--- src/rtl/alu_op_issuer.sv ---
// alu_op_issuer: issues MIPS R-type ops to a combinational MIPSALU.
// Decodes funct to ALUCtl, holds the operands for a settle window, captures
// ALUOut/Zero and returns them over a valid/ready handshake. One op in flight.
module alu_op_issuer #(
  parameter int unsigned WIDTH         = 32,
  parameter int unsigned SETTLE_CYCLES = 1,
  parameter int unsigned CNT_W         = 16
) (
  input  logic             clk,
  input  logic             rst,
  // op request
  input  logic             in_valid,
  output logic             in_ready,
  input  logic [5:0]       in_funct,
  input  logic [WIDTH-1:0] in_a,
  input  logic [WIDTH-1:0] in_b,
  // MIPSALU port set
  output logic [3:0]       alu_ctl,
  output logic [WIDTH-1:0] alu_a,
  output logic [WIDTH-1:0] alu_b,
  input  logic [WIDTH-1:0] alu_out,
  input  logic             alu_zero,
  // result
  output logic             out_valid,
  input  logic             out_ready,
  output logic [WIDTH-1:0] out_data,
  output logic             out_zero,
  output logic             out_err,
  output logic [CNT_W-1:0] op_count
);

  // A settle time of zero still needs one edge to capture the ALU result.
  localparam int unsigned SETTLE_EFF = (SETTLE_CYCLES == 0) ? 1 : SETTLE_CYCLES;
  localparam int unsigned SET_W      = $clog2(SETTLE_EFF + 1);

  localparam logic [5:0] FUNCT_ADD = 6'd32;
  localparam logic [5:0] FUNCT_SUB = 6'd34;
  localparam logic [5:0] FUNCT_AND = 6'd36;
  localparam logic [5:0] FUNCT_OR  = 6'd37;
  localparam logic [5:0] FUNCT_NOR = 6'd39;
  localparam logic [5:0] FUNCT_SLT = 6'd42;

  localparam logic [3:0] CTL_AND = 4'd0;
  localparam logic [3:0] CTL_OR  = 4'd1;
  localparam logic [3:0] CTL_ADD = 4'd2;
  localparam logic [3:0] CTL_SUB = 4'd6;
  localparam logic [3:0] CTL_SLT = 4'd7;
  localparam logic [3:0] CTL_NOR = 4'd12;
  localparam logic [3:0] CTL_BAD = 4'hF;

  typedef enum logic [1:0] {
    S_IDLE   = 2'd0,
    S_SETTLE = 2'd1,
    S_RESP   = 2'd2
  } state_t;

  state_t             state_q,     state_d;
  logic [SET_W-1:0]   set_cnt_q,   set_cnt_d;
  logic               err_q,       err_d;
  logic               in_ready_q,  in_ready_d;
  logic [3:0]         alu_ctl_q,   alu_ctl_d;
  logic [WIDTH-1:0]   alu_a_q,     alu_a_d;
  logic [WIDTH-1:0]   alu_b_q,     alu_b_d;
  logic               out_valid_q, out_valid_d;
  logic [WIDTH-1:0]   out_data_q,  out_data_d;
  logic               out_zero_q,  out_zero_d;
  logic               out_err_q,   out_err_d;
  logic [CNT_W-1:0]   op_count_q,  op_count_d;

  logic [3:0]         dec_ctl_c;
  logic               dec_err_c;

  // Funct decode; unsupported functs map to an ALUCtl the ALU resolves to 0.
  always_comb begin
    dec_ctl_c = CTL_BAD;
    dec_err_c = 1'b0;
    unique case (in_funct)
      FUNCT_ADD: dec_ctl_c = CTL_ADD;
      FUNCT_SUB: dec_ctl_c = CTL_SUB;
      FUNCT_AND: dec_ctl_c = CTL_AND;
      FUNCT_OR:  dec_ctl_c = CTL_OR;
      FUNCT_NOR: dec_ctl_c = CTL_NOR;
      FUNCT_SLT: dec_ctl_c = CTL_SLT;
      default: begin
        dec_ctl_c = CTL_BAD;
        dec_err_c = 1'b1;
      end
    endcase
  end

  // Next-state and registered-output logic for IDLE -> SETTLE -> RESP.
  always_comb begin
    state_d     = state_q;
    set_cnt_d   = set_cnt_q;
    err_d       = err_q;
    alu_ctl_d   = alu_ctl_q;
    alu_a_d     = alu_a_q;
    alu_b_d     = alu_b_q;
    out_valid_d = out_valid_q;
    out_data_d  = out_data_q;
    out_zero_d  = out_zero_q;
    out_err_d   = out_err_q;
    op_count_d  = op_count_q;

    unique case (state_q)
      S_IDLE: begin
        if (in_valid && in_ready_q) begin
          alu_ctl_d = dec_ctl_c;
          alu_a_d   = in_a;
          alu_b_d   = in_b;
          err_d     = dec_err_c;
          set_cnt_d = SET_W'(SETTLE_EFF);
          state_d   = S_SETTLE;
        end
      end
      S_SETTLE: begin
        if (set_cnt_q == SET_W'(1)) begin
          out_data_d  = alu_out;
          out_zero_d  = alu_zero;
          out_err_d   = err_q;
          out_valid_d = 1'b1;
          set_cnt_d   = '0;
          state_d     = S_RESP;
        end else begin
          set_cnt_d = set_cnt_q - SET_W'(1);
        end
      end
      S_RESP: begin
        if (out_valid_q && out_ready) begin
          out_valid_d = 1'b0;
          op_count_d  = op_count_q + CNT_W'(1);
          state_d     = S_IDLE;
        end
      end
      default: begin
        state_d = S_IDLE;
      end
    endcase

    in_ready_d = (state_d == S_IDLE);
  end

  // State and output registers; reset discards any op in flight.
  always_ff @(posedge clk or posedge rst) begin
    if (rst) begin
      state_q     <= S_IDLE;
      set_cnt_q   <= '0;
      err_q       <= 1'b0;
      in_ready_q  <= 1'b1;
      alu_ctl_q   <= '0;
      alu_a_q     <= '0;
      alu_b_q     <= '0;
      out_valid_q <= 1'b0;
      out_data_q  <= '0;
      out_zero_q  <= 1'b0;
      out_err_q   <= 1'b0;
      op_count_q  <= '0;
    end else begin
      state_q     <= state_d;
      set_cnt_q   <= set_cnt_d;
      err_q       <= err_d;
      in_ready_q  <= in_ready_d;
      alu_ctl_q   <= alu_ctl_d;
      alu_a_q     <= alu_a_d;
      alu_b_q     <= alu_b_d;
      out_valid_q <= out_valid_d;
      out_data_q  <= out_data_d;
      out_zero_q  <= out_zero_d;
      out_err_q   <= out_err_d;
      op_count_q  <= op_count_d;
    end
  end

  assign in_ready  = in_ready_q;
  assign alu_ctl   = alu_ctl_q;
  assign alu_a     = alu_a_q;
  assign alu_b     = alu_b_q;
  assign out_valid = out_valid_q;
  assign out_data  = out_data_q;
  assign out_zero  = out_zero_q;
  assign out_err   = out_err_q;
  assign op_count  = op_count_q;

endmodule
--- config.mk ---
export PLATFORM = sky130hd
export DESIGN_NAME = alu_op_issuer
export DESIGN_NICKNAME = d
export VERILOG_FILES = /design/src/rtl/alu_op_issuer.sv
export SDC_FILE = /design/constraint.sdc
export NUM_CORES = 1
export LEC_CHECK = 0
export CAP_MARGIN = 15
export CORE_MARGIN = 2
export CORE_UTILIZATION = 44
export CTS_CLUSTER_DIAMETER = 50
export CTS_CLUSTER_SIZE = 8
export DETAILED_ROUTE_END_ITERATION = 8
export MAX_ROUTING_LAYER = met4
export PLACE_DENSITY = 0.86
export SLEW_MARGIN = 10
export SYNTH_ARGS = -nofsm -noshare
export SYNTH_HDL_FRONTEND = slang
export SYNTH_SLANG_ARGS = --single-unit
--- constraint.sdc ---
create_clock -name clk -period 8.15 [get_ports clk]
set_clock_uncertainty 0.05 [all_clocks]
set_input_delay 1.2225 -clock clk [delete_from_list [all_inputs] [get_ports clk]]
set_output_delay 1.2225 -clock clk [all_outputs]
set_load 0.005 [all_outputs]
; ---- Word-level counts from Yosys, hierarchy flattened
; Index checks and enable logic that the tools add are counted.
; Widths: inputs -> output; s select.
[totals]
word_cells = 49
input_bits = 107
reg_bits = 124
[classes]
addsub = 2
eq_ne = 11
n_reduce_logical = 12
n_mux = 12
[op_table]
columns = operator, count
row1 = $eq 6x6->1 const B, 6
row2 = $pmux 4 s6, 1
row3 = $add 16x1->16 const B, 1
row4 = $reduce_and 2->1, 4
row5 = $mux 2, 3
row6 = $ne 2x2->1 const B, 3
row7 = $pmux 2 s3, 1
row8 = $reduce_or 6->1, 1
row9 = $mux 1, 5
row10 = $logic_not 2->1, 2
row11 = $pmux 1 s2, 2
row12 = $reduce_bool 2->1, 2
row13 = $reduce_and 3->1, 1
row14 = $eq 2x1->1 const B, 1
row15 = $eq 2x2->1 const B, 1
row16 = $logic_and 1x1->1, 2
row17 = $sub 1x1->1 const B, 1

; ---- Longest topological paths before layout
; Gate-level depths: netlist of run 1.
[depth]
word_depth = 4
ltp_mapped = 6
ltp_nobuf = 4

; ---- Worst setup path before layout of run 1
; OpenSTA, ideal clock, no wires.
[synth_timing]
path_kind = input -> register
startpoint = in in_valid
endpoint = reg alu_a_q[22] (netlist: alu_a[22])
t_arrival_ns = 2.170
n_path_buf = 1
slack_ns = 5.805
required_time_ns = 7.975
setup_ns = 0.125
path_stages = 4
cell_sequence = nand2_1 nor3_2 buf_2 mux2_2
[synth_via]
elab_chain_len = 2
[synth_rtl]
columns = element, line
row1 = start: declaration, 12  ; input logic in_valid,
row2 = $logic_and 1x1->1, 107  ; if (in_valid && in_ready_q) begin
row3 = $reduce_and 2->1 (no source line), n/a
row4 = end signal: assignment, 164  ; alu_a_q <= alu_a_d;
row5 = end: declaration, 62  ; logic [WIDTH-1:0] alu_a_q, alu_a_d;
; Every way passes these cells.
; A chain may end at the register's enable or synchronous reset.

; ---- Worst setup path after layout of run 1
[layout_timing]
startpoint = reg in_ready_q (netlist: in_ready)
endpoint = out in_ready
[layout_rtl]
columns = element, line
row1 = start: declaration, 60  ; logic in_ready_q, in_ready_d;
row2 = start signal: assignment, 162  ; in_ready_q <= in_ready_d;
row3 = end: declaration, 13  ; output logic in_ready,
; No word-level cell between the ends.

==> results of run 1 <==
Yosys cell counts, drive strengths merged:
master  number  share of area, %
a211o        1              0.18
a21o         1              0.16
a21oi        2              0.21
a31oi        2              0.26
a41oi        1              0.18
and3         4              0.53
and3b        1              0.18
and4         4              0.74
and4b        1              0.21
buf         13               1.4
dfrtp      123                65
dfstp        1              0.55
ha           1              0.26
inv          1             0.079
mux2        98                23
nand2       14               1.1
nand2b       2              0.26
nand3        2              0.21
nand3b       1              0.16
nand4        5              0.66
nand4b       1              0.18
nor2         8              0.63
nor2b        3              0.39
nor3         1              0.21
o21ai        2              0.21
o21bai       1              0.16
xnor2       12               2.2
xor2         4              0.74
power by group through the flow:
| stage | clock network (uW) | logic (uW) | registers (uW) |
|---|---|---|---|
| finish | 690 | 1120 | 1060 |
| CTS | 701 | 1140 | 1060 |
| global placement | 0 | 1110 | 1050 |
| floorplan | 0 | 425 | 1070 |
| global route | 735 | 1210 | 1100 |
| detailed placement | 0 | 1130 | 1070 |
state kept, by name (all words and copies together), names as in the netlist:
register / count
alu_a: 32
alu_b: 32
out_data: 32
op_count: 16
alu_ctl: 4
state_q: 2
err_q: 1
in_ready: 1
out_err: 1
out_valid: 1
out_zero: 1
set_cnt_q: 1
kinds of logic after synthesis:
group	count (synthesis)	share of synthesized area [%]
simple gates	47	5.47
xor+xnor	16	2.95
buf+inv	14	1.45
fa+ha+maj	1	0.263
mux	98	23.2
flops	124	65.3
compound gates	10	1.37
area by class of cell:
| type | count | area share [%] |
|---|---|---|
| clock inverters | 8 | 1.24 |
| clock buffers | 22 | 5.76 |
| repair buffers | 229 | 29.7 |
| well taps | 136 | 2.21 |
| multi-input cells | 172 | 20.6 |
| flip-flops and latches | 124 | 40.4 |
| inverters | 1 | 0.0813 |
worst max path at each step:
stage                   from    endpoint  depth (start not counted)
detailed placement  in_valid  alu_ctl[1]                          6
global placement    in_valid  alu_ctl[1]                          6
finish              in_ready    in_ready                          1
global route        in_ready    in_ready                          1
floorplan                rst    alu_a[0]                          1
CTS                 in_ready    in_ready                          1
metal layers:
layer	track usage [%]	share of wire (%)	up-vias
met5	-	0	-
met4	8.97	2.1	0
met3	7.35	7.7	23
met2	36.6	51	160
li1	-	-	1555
met1	24.1	39	1671
through the flow:
step           utilization (%)  worst slack [ns]  total power, uW  instance area (um2)  hold slack [ns]
5_1_grt                   73.8              5.26             3040                 7690            0.447
3_3_place_gp              68.7              4.96             2150                 7150            0.413
2_1_floorplan                -              3.58             1500                 4750            0.418
4_1_cts                   73.8              5.30             2900                 7690            0.423
3_5_place_dp              68.7              4.92             2200                 7150            0.416
6_report                  73.8              5.33             2870                 7690            0.419
==> impl_results.md, run 1 <==
- Vias in the first global route: 3750
- Peak supply drop: 0.000195 V
- Internal Power: 2110 uW
- RR Startpoint: in_ready
- Final period utilization: 34.7%
- Switching share of total power: 26.5%
- Pin count of the biggest net entering global routing: 74
- Leakage: 0.00321 uW
- Slew Limit Fails: 0
- CTS tree: done
- DP HPWL: 8620 um
- FILL cells: 726
- Clock net sink count: 124
- Clock transition at path regs: 0.05 ns
- Seq/Total Area, Yosys: 65.3%
- WL/cell: 17.3 um
- DR pass1 iterations: 4
- GRT Util Overall: 21.9%
- Die width: 108 um
- Area grow syn2layout: 61.8%
- Buffers on Ports: 226
- Reg2reg path depth: 5
- Worst slew margin: 38.4%
- Startpoint Class: flip-flop
- Status: complete, no violations
- Syn Nets: 418
- Layout cell share with drive strength beyond 1: 22.5%
- H-tree Lvls: 4
- Initial Util: 45.6%
- Final global-route overflow total: 0
- Setup tns final: 0 ns
- Final Setup Violations: 0
- Placed insts: 662
- I/O pins: 227
- Drt drc: 0
- Clk buf depth: 2
- Slowest stage delay, CP: 0.53 ns
- Crit path kind: reg -> out
- Clk pwr share: 24.0%
- Die Ht: 108 um
- Initial antenna violation count: 0
- Endpoint, Worst Hold: op_count[15]
- Synthesized area per cell: 15.3 um2
- CP max-delay cell: dfstp_2
- Worst Tran Pin Value: 0.924 ns
- Postcts setup bufs: 0
- Register-to-register setup slack: 6.06 ns
- Commonest cells after routing, fill and taps aside: clkdlybuf4s50_1 (226), dfrtp_1 (123), mux2_2 (93)
- Seq. cell area: 0.00310 mm2
- Final nets: 653
- Fin crit period: 2.82 ns
- Largest delay share family, worst path: flip-flops
- Critical path endpoint category: output pin
- Worst EP arrival: 1.55 ns
- CP Data Required Time: 6.88 ns
- Worst Path Buf+Inv: 1
- Worst hold start: op_count[15]
- Total CTS buffers: 17
- CP max FO: 2
- CTS root buffer: clkbuf_8
- Post-cts resize count: 0
- Register bit total from synthesis: 124
- Area of the multi-input gates: 0.00159 mm2
- Mapped Cells: 310
- YS warnings: 0
- Final GP Congestion: 0.749
- Crit-path cells: clkdlybuf4s50_1
- Synth unique cells: 29
- Final Hold Viols: 0
- Core Region: 0.0104 mm2
- Hold Path Stages: 1
- First-pass GRT wire length: 18800 um
- Max-Cap Viols: 0
- Post-DRT Antenna Nets: 0
- RSZ-0062 raised after global routing: false
- Clock latency on the worst-skew pair: 0.50 ns
- Hold Crit Class: reg -> reg
- PwrDens: 374 mW/mm2
- Final WL: 11900 um
- Cts hold-fix bufs: 0
- Sequential power share: 36.8%
- Num rows: 37
- Comb power frac: 39.1%
- Reg-to-reg endpoint: alu_ctl[1]
- DR iter-0 viols: 78
- Final non-filler cell total: 692
- N_diodes: 0
- Most common cell after layout, fill and taps aside: clkdlybuf4s50_1
- Max frequency: 354 MHz
- Syn Std Cell Area: 0.00475 mm2
- Via/cell ratio: 4.93
- Area of the die: 0.0117 mm2
- Vias post-DR: 3409
- NetSw: 762 uW
Power figures use the tool's default switching activity.
==> run 2: changes to the inputs <==
--- a/config.mk
+++ b/config.mk
@@ -7,12 +7,12 @@
 export LEC_CHECK = 0
 export CAP_MARGIN = 15
 export CORE_MARGIN = 2
-export CORE_UTILIZATION = 44
+export CORE_UTILIZATION = 41
 export CTS_CLUSTER_DIAMETER = 50
 export CTS_CLUSTER_SIZE = 8
 export DETAILED_ROUTE_END_ITERATION = 8
 export MAX_ROUTING_LAYER = met4
-export PLACE_DENSITY = 0.86
+export PLACE_DENSITY = 0.81
 export SLEW_MARGIN = 10
 export SYNTH_ARGS = -nofsm -noshare
 export SYNTH_HDL_FRONTEND = slang
==> constraint.sdc (replaced) <==
create_clock -name clk -period 2.6 [get_ports clk]
set_clock_uncertainty 0.05 [all_clocks]
set_input_delay 0.39 -clock clk [delete_from_list [all_inputs] [get_ports clk]]
set_output_delay 0.39 -clock clk [all_outputs]
set_load 0.005 [all_outputs]
==> impl_results.md, run 2 (same netlist as run 1, synthesis figures left out) <==
- Crit path kind: reg -> reg
- Comb power frac: 39.5%
- DP HPWL: 8360 um
- RSZ-0062 raised after global routing: false
- Layout Utilization: 67.8%
- Pin count of the biggest net entering global routing: 125
- Critical path endpoint category: flip-flop
- Post-cts resize count: 0
- CTS tree: done
- Final Hold Slack: 0.420 ns
- Vias in the first global route: 3803
- Layout cell share with drive strength beyond 1: 22.2%
- FILL cells: 838
- Final Setup Violations: 0
- PwrDens: 1160 mW/mm2
- Final WL: 11600 um
- Initial Util: 41.8%
- CTS root buffer: clkbuf_16
- Max frequency: 520 MHz
- Hold Crit Class: reg -> reg
- Final global-route overflow total: 0
- Clk buf depth: 2
- Final period utilization: 73.9%
- Startpoint Class: flip-flop
- Total CTS buffers: 17
- Setup tns final: 0 ns
- Core Region: 0.0114 mm2
- Sequential power share: 37.3%
- Internal Power: 6580 uW
- Clock transition at path regs: 0.05 ns
- Placed insts: 669
- DR iter-0 viols: 167
- Pwr Total: 8900 uW
- Postcts setup bufs: 0
- Drt drc: 0
- Via/cell ratio: 4.95
- Switching share of total power: 26.1%
- Final Hold Viols: 0
- Die Ht: 112 um
- Clk pwr share: 23.2%
- First-pass GRT wire length: 19000 um
- Vias post-DR: 3448
- Area grow syn2layout: 62.1%
- Post-DRT Antenna Nets: 0
- Area of the die: 0.0125 mm2
- DR pass1 iterations: 4
- Worst slew margin: 57.1%
- Clock net sink count: 124
- Slew Limit Fails: 0
- Most common cell after layout, fill and taps aside: clkdlybuf4s50_1
- Worst Tran Pin Value: 0.644 ns
- Die width: 112 um
- Final GP Congestion: 0.754
- Commonest cells after routing, fill and taps aside: clkdlybuf4s50_1 (226), dfrtp_1 (123), mux2_2 (93)
- Cts hold-fix bufs: 0
- Num rows: 39
- Status: complete, no violations
- Fin crit period: 1.92 ns
- Worst EP arrival: 2.16 ns
- Peak supply drop: 0.000764 V
- CP Data Required Time: 2.84 ns
- I/O pins: 227
- WL/cell: 16.7 um
- NetSw: 2320 uW
- Clock latency on the worst-skew pair: 0.41 ns
- Buffers on Ports: 226
- Register-to-register setup slack: 0.68 ns
- Final nets: 653
- H-tree Lvls: 4
- N_diodes: 0
- Final non-filler cell total: 697
- Max-Cap Viols: 0
- Initial antenna violation count: 0
- Leakage: 0.00321 uW
- GRT Util Overall: 20.3%
- CP max FO: 26
## run 2: worst max-delay path: stages, from the launching register on
cell      delay, ns
dfrtp_1        0.47
nand3b_1       0.46
buf_4          0.42
mux2_2         0.39
## run 2: area by class of cell
cell class | count | area (um2) | area share [%]
Inverter | 1 | 7.51 | 0.0974
Sequential cell | 124 | 3100 | 40.3
Tap cell | 143 | 179 | 2.32
Clock buffer | 26 | 509 | 6.61
Multi-Input combinational cell | 172 | 1590 | 20.6
Timing Repair Buffer | 229 | 2310 | 30.0
Clock inverter | 2 | 10.0 | 0.130
## run 2: per-stage QoR
step / cell area (um2) / setup slack [ns]
global placement: 7190 / 0.580
finish: 7710 / 0.679
global route: 7710 / 0.559
CTS: 7710 / 0.653
detailed placement: 7190 / 0.536
floorplan: 4760 / 0.636
## run 2: power by group through the flow
stage	combinational (uW)	clock [uW]	sequential, uW
after detailed placement	3560	0	3350
after global placement	3470	0	3290
after floorplan	1330	0	3360
after global routing	3760	2210	3450
final	3520	2070	3320
after CTS	3580	2120	3330
## run 2: final timing paths
| kind | to | from | cells after the start |
|---|---|---|---|
| setup / recovery | out_data[13] | state_q[1] | 3 |
| hold / removal | op_count[15] | op_count[15] | 1 |
| setup reg to reg | out_data[13] | state_q[1] | 3 |
| hold reg to reg | op_count[15] | op_count[15] | 1 |
| max in group asynchronous | out_data[13] | rst | 3 |
| min in group asynchronous | alu_ctl[0] | rst | 3 |
## run 2: routing by layer
layer / track usage, % / vias up / wire (um)
li1: - / 1562 / -
met1: 21.8 / 1732 / 4430
met2: 34.8 / 137 / 6200
met3: 6.64 / 17 / 798
met4: 7.90 / 0 / 196
met5: - / - / 0
==> run 3: changes to the inputs <==
--- a/config.mk
+++ b/config.mk
@@ -7,12 +7,12 @@
 export LEC_CHECK = 0
 export CAP_MARGIN = 15
 export CORE_MARGIN = 2
-export CORE_UTILIZATION = 41
+export CORE_UTILIZATION = 37
 export CTS_CLUSTER_DIAMETER = 50
 export CTS_CLUSTER_SIZE = 8
 export DETAILED_ROUTE_END_ITERATION = 8
 export MAX_ROUTING_LAYER = met4
-export PLACE_DENSITY = 0.81
+export PLACE_DENSITY = 0.77
 export SLEW_MARGIN = 10
 export SYNTH_ARGS = -nofsm -noshare
 export SYNTH_HDL_FRONTEND = slang
==> constraint.sdc (replaced) <==
create_clock -name clk -period 1.7 [get_ports clk]
set_clock_uncertainty 0.05 [all_clocks]
set_input_delay 0.255 -clock clk [delete_from_list [all_inputs] [get_ports clk]]
set_output_delay 0.255 -clock clk [all_outputs]
set_load 0.005 [all_outputs]
==> impl_results.md, run 3 (same netlist as run 1, synthesis figures left out) <==
- Final GP Congestion: 0.744
- Worst Tran Pin Value: 0.400 ns
- Buffers on Ports: 226
- H-tree Lvls: 4
- Total CTS buffers: 17
- Via/cell ratio: 4.70
- Clk buf depth: 2
- I/O pins: 227
- Final Setup Violations: 0
- Die Ht: 117 um
- Worst slew margin: 73.3%
- Slew Limit Fails: 0
- Cell count along the critical path: 5
- CTS tree: done
- Clock net sink count: 124
- PwrDens: 1740 mW/mm2
- Crit-path cells: nand2_1 > nor3_4 > buf_4 > buf_12 > mux2_2
- Max frequency: 610 MHz
- Final global-route overflow total: 0
- Largest delay share family, worst path: flip-flops
- GRT Util Overall: 18.0%
- Num rows: 41
- Vias post-DR: 3483
- Core Region: 0.0126 mm2
- Drt drc: 0
- Leakage: 0.00329 uW
- Initial Util: 37.8%
- CP max FO: 36
- Area of the die: 0.0138 mm2
- Vias in the first global route: 3821
- Reg2reg path depth: 5
- Post-DRT Antenna Nets: 0
- DP HPWL: 8450 um
- Status: complete, no violations
- First-pass GRT wire length: 19100 um
- DR pass1 iterations: 6
- Area of the multi-input gates: 0.00159 mm2
- Peak supply drop: 0.00101 V
- Final non-filler cell area: 0.00790 mm2
- WL/cell: 15.9 um
- Pin count of the biggest net entering global routing: 77
- N_diodes: 0
- Slowest stage delay, CP: 0.52 ns
- Worst EP arrival: 1.87 ns
- Seq. cell area: 0.00311 mm2
- Commonest cells after routing, fill and taps aside: clkdlybuf4s50_1 (225), dfrtp_1 (119), mux2_2 (93)
- Final nets: 668
- Fin crit period: 1.64 ns
- Initial antenna violation count: 0
- Startpoint Class: flip-flop
- Setup tns final: 0 ns
- Clock latency on the worst-skew pair: 0.40 ns
- Clock transition at path regs: 0.05 ns
- Critical path endpoint category: flip-flop
- FILL cells: 970
- Final WL: 11800 um
- DR iter-0 viols: 128
- Final period utilization: 96.4%
- Max-Cap Viols: 0
- CP Data Required Time: 1.93 ns
- Hold Crit Class: in -> async
- Cts hold-fix bufs: 0
- Area grow syn2layout: 66.1%
- CTS root buffer: clkbuf_16
- Most common cell after layout, fill and taps aside: clkdlybuf4s50_1
- Placed cell areas: 0.00730 mm2
- Layout cell share with drive strength beyond 1: 24.8%
- Die width: 117 um
- Worst Path Buf+Inv: 2
- Crit path kind: reg -> reg
- CP max-delay cell: dfstp_2
- Final Hold Viols: 0
- Pwr Total: 13800 uW
## run 3: metrics by stage
step	setup slack, ns	hold slack, ns	utilization, %	cells
2_1_floorplan	-0.129	0.301	-	310
3_3_place_gp	-0.151	0.415	58.1	703
3_5_place_dp	-0.189	0.420	58.1	703
4_1_cts	0.00658	0.241	62.1	732
5_1_grt	-0.000743	0.252	62.8	741
6_report	0.0615	0.234	62.8	741
## run 3: repair_timing
item	4_1_cts	5_1_grt
endpoints found under the setup margin	3	66
setup buffers	1	8
endpoints found under the hold margin	0	0
cloned	0	1
gates resized for setup	2	3
## run 3: path summary, 6_finish.rpt
path	start	end	slack, ns
hold / removal	rst	alu_b[0]	0.23
min in group clk	in_a[18]	alu_a[18]	0.40
max in group asynchronous	rst	op_count[2]	0.95
setup / recovery	in_ready	alu_a[13]	0.06
hold reg to reg	op_count[4]	op_count[4]	0.44
setup reg to reg	in_ready	alu_a[13]	0.06
## run 3: area by class of cell
type                       instances  share of cell area, %
inverter                           1                 0.0951
timing repair buffer             244                   31.4
multi-input combinational        172                   20.1
clock inverter                     3                  0.190
sequential                       124                   39.4
tap                              172                   2.73
clock buffer                      25                   6.15
## run 3: metal layers
metal | vias up | wire, um | track usage [%]
met3 | 21 | 930 | 6.57
met2 | 153 | 5930 | 29.8
met4 | 0 | 258 | 8.21
met1 | 1722 | 4670 | 19.5
met5 | - | 0 | -
li1 | 1587 | - | -
## run 3: where the power goes
part | switching (uW) | total (uW) | internal, uW
Sequential | 745 | 5070 | 4330
Combinational | 1720 | 5640 | 3920
Clock | 1130 | 3060 | 1930
## run 3: worst min-delay path: stages
cell             delay (ns)
clkdlybuf4s50_1        0.44
clkinvlp_4             0.12
buf_12                 0.24
